--- src/rtl/rf_wb_arbiter_if.sv ---
// Request side of the register-file write-back arbiter: two valid/ready write producers.
// The master modport is the producer side and the slave modport is the arbiter side.
interface rf_wb_arbiter_if #(
  parameter int unsigned DW = 32,
  parameter int unsigned AW = 5
);
  logic          a_valid;
  logic [AW-1:0] a_reg;
  logic [DW-1:0] a_data;
  logic          a_ready;
  logic          b_valid;
  logic [AW-1:0] b_reg;
  logic [DW-1:0] b_data;
  logic          b_ready;

  modport master (
    output a_valid, a_reg, a_data, b_valid, b_reg, b_data,
    input  a_ready, b_ready
  );

  modport slave (
    input  a_valid, a_reg, a_data, b_valid, b_reg, b_data,
    output a_ready, b_ready
  );
endinterface

--- src/rtl/rf_wb_arbiter.sv ---
// Round-robin arbiter for the register-file write port between the ALU (A) and MEM (B) paths.
// It registers one write per cycle, drops writes to r0, and forwards the in-flight write to reads.
module rf_wb_arbiter #(
  parameter int unsigned DW = 32,
  parameter int unsigned AW = 5,
  parameter int unsigned CW = 8
) (
  input  logic              clk,
  input  logic              rst,
  rf_wb_arbiter_if.slave    req,
  input  logic              stall_i,
  output logic [1:0]        reg_write_o,
  output logic [AW-1:0]     write_reg_o,
  output logic [DW-1:0]     write_data_o,
  input  logic [AW-1:0]     rd1_addr_i,
  input  logic [DW-1:0]     rf_data1_i,
  output logic [DW-1:0]     rd1_data_o,
  input  logic [AW-1:0]     rd2_addr_i,
  input  logic [DW-1:0]     rf_data2_i,
  output logic [DW-1:0]     rd2_data_o,
  output logic [CW-1:0]     drop_cnt_o
);

  logic [1:0]    reg_write_q;
  logic [AW-1:0] write_reg_q;
  logic [DW-1:0] write_data_q;
  logic [CW-1:0] drop_q;
  logic          ptr_q;  // 0: A has priority, 1: B has priority

  logic          grant_a;
  logic          grant_b;
  logic          xfer;
  logic [AW-1:0] sel_reg;
  logic [DW-1:0] sel_data;

  always_comb begin
    grant_a = 1'b0;
    grant_b = 1'b0;
    if (!rst && !stall_i) begin
      if (req.a_valid && req.b_valid) begin
        grant_a = ~ptr_q;
        grant_b = ptr_q;
      end else begin
        grant_a = req.a_valid;
        grant_b = req.b_valid;
      end
    end
  end

  assign req.a_ready = grant_a;
  assign req.b_ready = grant_b;
  assign xfer        = grant_a | grant_b;
  assign sel_reg     = grant_a ? req.a_reg  : req.b_reg;
  assign sel_data    = grant_a ? req.a_data : req.b_data;

  always_ff @(posedge clk or posedge rst) begin
    if (rst) begin
      reg_write_q  <= 2'b00;
      write_reg_q  <= '0;
      write_data_q <= '0;
      drop_q       <= '0;
      ptr_q        <= 1'b0;
    end else begin
      reg_write_q <= 2'b00;
      if (xfer) begin
        ptr_q <= grant_a;
        if (sel_reg != '0) begin
          reg_write_q  <= 2'b01;
          write_reg_q  <= sel_reg;
          write_data_q <= sel_data;
        end else if (drop_q != {CW{1'b1}}) begin
          drop_q <= drop_q + CW'(1);
        end
      end
    end
  end

  assign reg_write_o  = reg_write_q;
  assign write_reg_o  = write_reg_q;
  assign write_data_o = write_data_q;
  assign drop_cnt_o   = drop_q;

  // Bypass the registered write so a read in its commit cycle sees the new value.
  always_comb begin
    rd1_data_o = rf_data1_i;
    if (rd1_addr_i == '0) begin
      rd1_data_o = '0;
    end else if (reg_write_q == 2'b01 && write_reg_q == rd1_addr_i) begin
      rd1_data_o = write_data_q;
    end
  end

  always_comb begin
    rd2_data_o = rf_data2_i;
    if (rd2_addr_i == '0) begin
      rd2_data_o = '0;
    end else if (reg_write_q == 2'b01 && write_reg_q == rd2_addr_i) begin
      rd2_data_o = write_data_q;
    end
  end

endmodule

--- src/flat_wrapper.sv ---
// flat-port wrapper written by rule: the top's interface ports become plain ports
module rf_wb_arbiter_flat 
#(
  parameter int unsigned DW = 32,
  parameter int unsigned AW = 5,
  parameter int unsigned CW = 8
)
  (clk, rst, stall_i, reg_write_o, write_reg_o, write_data_o, rd1_addr_i, rf_data1_i, rd1_data_o, rd2_addr_i, rf_data2_i, rd2_data_o, drop_cnt_o, req_a_valid, req_a_reg, req_a_data, req_b_valid, req_b_reg, req_b_data, req_a_ready, req_b_ready);
  rf_wb_arbiter_if #(.DW(DW), .AW(AW)) req_i ();
  input  logic clk;
  input  logic rst;
  input  logic stall_i;
  output logic [1:0] reg_write_o;
  output logic [AW-1:0] write_reg_o;
  output logic [DW-1:0] write_data_o;
  input  logic [AW-1:0] rd1_addr_i;
  input  logic [DW-1:0] rf_data1_i;
  output logic [DW-1:0] rd1_data_o;
  input  logic [AW-1:0] rd2_addr_i;
  input  logic [DW-1:0] rf_data2_i;
  output logic [DW-1:0] rd2_data_o;
  output logic [CW-1:0] drop_cnt_o;
  input wire logic [$bits(req_i.a_valid)-1:0] req_a_valid;
  input wire logic [$bits(req_i.a_reg)-1:0] req_a_reg;
  input wire logic [$bits(req_i.a_data)-1:0] req_a_data;
  input wire logic [$bits(req_i.b_valid)-1:0] req_b_valid;
  input wire logic [$bits(req_i.b_reg)-1:0] req_b_reg;
  input wire logic [$bits(req_i.b_data)-1:0] req_b_data;
  output wire logic [$bits(req_i.a_ready)-1:0] req_a_ready;
  output wire logic [$bits(req_i.b_ready)-1:0] req_b_ready;
  assign req_i.a_valid = req_a_valid;
  assign req_i.a_reg = req_a_reg;
  assign req_i.a_data = req_a_data;
  assign req_i.b_valid = req_b_valid;
  assign req_i.b_reg = req_b_reg;
  assign req_i.b_data = req_b_data;
  assign req_a_ready = req_i.a_ready;
  assign req_b_ready = req_i.b_ready;
  rf_wb_arbiter #(.DW(DW), .AW(AW), .CW(CW)) u_core (.clk(clk), .rst(rst), .req(req_i), .stall_i(stall_i), .reg_write_o(reg_write_o), .write_reg_o(write_reg_o), .write_data_o(write_data_o), .rd1_addr_i(rd1_addr_i), .rf_data1_i(rf_data1_i), .rd1_data_o(rd1_data_o), .rd2_addr_i(rd2_addr_i), .rf_data2_i(rf_data2_i), .rd2_data_o(rd2_data_o), .drop_cnt_o(drop_cnt_o));
endmodule
--- config.mk ---
export PLATFORM = sky130hd
export DESIGN_NAME = rf_wb_arbiter_flat
export DESIGN_NICKNAME = d
export VERILOG_FILES = /design/src/rtl/rf_wb_arbiter_if.sv /design/src/rtl/rf_wb_arbiter.sv /design/src/flat_wrapper.sv
export SDC_FILE = /design/constraint.sdc
export NUM_CORES = 1
export LEC_CHECK = 0
export ABC_CLOCK_PERIOD_IN_PS = 5000
export CAP_MARGIN = 25
export CORE_AREA = 2 2 104 106
export CTS_BUF_LIST = sky130_fd_sc_hd__clkbuf_4 sky130_fd_sc_hd__clkbuf_8
export DETAILED_ROUTE_END_ITERATION = 8
export DIE_AREA = 0 0 106 108
export PLACE_DENSITY_LB_ADDON = 0.25
export RECOVER_POWER = 100
export SKIP_LAST_GASP = 1
export SYNTH_ARGS = -nofsm -noshare
export SYNTH_HDL_FRONTEND = slang
export SYNTH_SLANG_ARGS = --single-unit
--- constraint.sdc ---
create_clock -name clk -period 5 [get_ports clk]
set_input_delay 1.25 -clock clk [delete_from_list [all_inputs] [get_ports clk]]
set_output_delay 1.25 -clock clk [all_outputs]
set_load 0.005 [all_outputs]
==> run_results.csv <==
group,metric,value,unit
cts,htreeDepth,2,
die,die-area,11400,um^2
critical_path,crit_path_max_fanout,19,
sta,setup_violations,0,
yosys,ys_types,31,
sta,drv_slew,40,
yosys,syn_area,3300,um^2
run_status,violations,"max-capacitance violations, max-slew violations",
placement,dpl_cell_area,6100,um^2
drt,drtPass1Iterations,4,
yosys,syn_avg_cell_area,8.10,um^2
cells_and_area,antennaDiodeCount,0,
cts,cts_buffers,5,
yosys,yosysTopAreaCellShare,0.357,
global_route,antenna_found_initial,0,
critical_path,r2r-start,"u_core.ptr_q$_DFFE_PP0P_",
sta,fin_skew,0.00672,ns
power,leakagePower,2.51,nW
placement,hpwl,10.6,mm
cells_and_area,drive_above_1_share,0.0377,
die,start_util,0.322,
yosys,ys_top_cells_by_area,"dfrtp_1, mux2i_1, nor2_1, nand2_1, a31oi_1",
yosys,synth_cells,407,
hold_path,worstHoldEndpoint,"u_core.drop_cnt_o[5]$_DFFE_PP0P_",
cts,clock_latency,0.30,ns
power,totalPowerFinal,1.26,mW
cells_and_area,filler_cell_count,918,
cts,clockBufferDepth,2,
critical_path,critPathLaunchType,"primary input",
power,pwr_density_cell,203,nW/um^2
die,die_w,106,um
critical_path,r2r-end,"u_core.write_data_o[5]$_DFFE_PP0P_",
sta,period_share,0.977,
sta,fin_setup_tns,0,ns
placement,port_buffers,264,
global_route,grt_pass1_wl,20.4,mm
sta,worstMarginPinSlew,1.88,ns
cells_and_area,multi_input_area,1940,um^2
critical_path,end_kind,"primary output",
die,io_pins,266,
sta,relSlewSlack,-0.250,
critical_path,worst-setup-path-type,"primary input to primary output",
global_route,track_usage,0.227,
drt,vias_per_cell,4.92,
die,die_y,108,um
cells_and_area,area_delta_synth_final,87.9,%
placement,gp_congestion,0.835,
flow_run,cap_violations,1,
hold_path,hold_path.class,"flop to flop",
hold_path,min_delay_path_depth,1,
die,fp.coreArea,10200,um^2
sta,rsz0062_at_grt,"false",
yosys,synth_edf_count,0,
hold_path,hold_start,"u_core.drop_cnt_o[5]$_DFFE_PP0P_",
yosys,ys_async_sr_fraction,1.00,
sta,max_freq,205,MHz
yosys,ys_seq_elements,47,
power,peakVddDrop,121,uV
yosys,synth_nets,561,
global_route,grt-ovfl-total,0,
sta,hold_violations,0,
global_route,grt_max_degree,48,
die,rows,37,
cts,clockRootBuffer,"clkbuf_8",
cells_and_area,finalInstanceArea,6200,um^2
cells_and_area,fin_util,0.606,
yosys,synth_area_leader_cell,"dfrtp_1",
critical_path,reg2reg_setup_slack,1.47,ns
yosys,synth_ff_type,"dfrtp_1",
cts,clk_pin_slew_worst_paths,0.09,ns
critical_path,r2r_cells,7,
cts,cts_tree,"built",
yosys,ys_warn_count,0,
cts,ctsResizeCount,0,
cts,clkSinkCount,47,
sta,hold_ws,0.513,ns
yosys,synthTopCellsByCount,"nor2_1, nand2_1, mux2i_1",
cts,cts_setup_buffers,0,
drt,drtAntennaViolNets,0,
critical_path,arrival,3.63,ns
run_status,status,"complete, but fails checks",
critical_path,worstPathRequired,3.75,ns
sta,min_period,4.88,ns
global_route,grt_pass1_vias,3981,
drt,drc,0,
cells_and_area,seqCellArea,1180,um^2
cells_and_area,layout.nets,816,
yosys,yosysMostFrequentCell,"nor2_1",
drt,wl_per_cell,17.0,um
drt,drt_iter0_markers,163,
cts,holdBufCountCts,0,
drt,wl,13.6,mm
yosys,ys_seq_area_frac,0.357,
drt,vias,3928,
## metrics by stage
stage,setup slack [ns],std cells
after floorplan,1.39,407
after global placement,0.290,789
after detailed placement,0.230,789
after CTS,0.231,797
after global routing,0.0478,799
final,0.115,799
## critical path, stage by stage
cell	delay, ns
clkdlybuf4s50_1	0.44
xor2_1	0.15
nor4_1	0.38
and3_1	0.34
buf_12	0.22
mux2i_1	0.21
nor2_1	0.05
dlygate4sd3_1	0.60
## worst max-delay path by stage
stage                             start  cells past startpoint  slack (ns)        endpoint
after floorplan           rd1_addr_i[2]                      7        1.39  rd1_data_o[10]
after global placement    rd2_addr_i[2]                      8        0.29   rd2_data_o[3]
after detailed placement  rd2_addr_i[3]                      8        0.23  rd2_data_o[30]
after CTS                 rd2_addr_i[3]                      8        0.23  rd2_data_o[30]
after global routing      rd1_addr_i[2]                      8        0.05  rd1_data_o[20]
final                     rd1_addr_i[2]                      8        0.12  rd1_data_o[20]
## final cells by class
type | instances | area share
multi-input combinational | 325 | 0.314
clock inverter | 2 | 0.00565
sequential | 47 | 0.190
clock buffer | 6 | 0.0133
inverter | 6 | 0.00363
timing repair buffer | 277 | 0.446
tap | 136 | 0.0275
## state kept, by name, summed over array words and instances, names as in the netlist
register             count
u_core.reg_write_o       1
u_core.ptr_q             1
u_core.drop_cnt_o        8
u_core.write_reg_o       5
u_core.write_data_o     32
## routing by layer
layer,vias up,wire length (um),GRT usage
met1,1845,5270,0.244
met4,0,477,0.0977
met3,26,739,0.0458
met5,-,0,0
li1,1889,-,-
met2,168,7090,0.432
## placed cells by master (no fill, tap or decap), drive strengths merged, types with 4 or more instances in the layout
| cell type | n |
|---|---|
| clkbuf | 10 |
| mux2i | 68 |
| inv | 6 |
| dfrtp | 47 |
| clkdlybuf4s50 | 182 |
| a31oi | 33 |
| nand2 | 70 |
| xor2 | 9 |
| a21oi | 4 |
| dlygate4sd3 | 82 |
| and3 | 6 |
| buf | 9 |
| nor2 | 102 |
| xnor2 | 7 |
## cell families (layout without fill, tap and decap cells)
logic type      Yosys count  count (layout)  synth area share
flops                    47              47             0.357
mux                      69              69             0.210
other cells               1               1           0.00114
buf+inv                  35             291            0.0512
fa+ha+maj                 1               1           0.00379
compound gates           45              45            0.0933
simple gates            193             193             0.242
xor+xnor                 16              16            0.0425
## power breakdown
part	internal [mW]	total [mW]	switching, mW
combinational	0.295	0.457	0.162
clock	0.162	0.292	0.130
sequential	0.437	0.508	0.0709
Power figures use the tool's default switching activity.
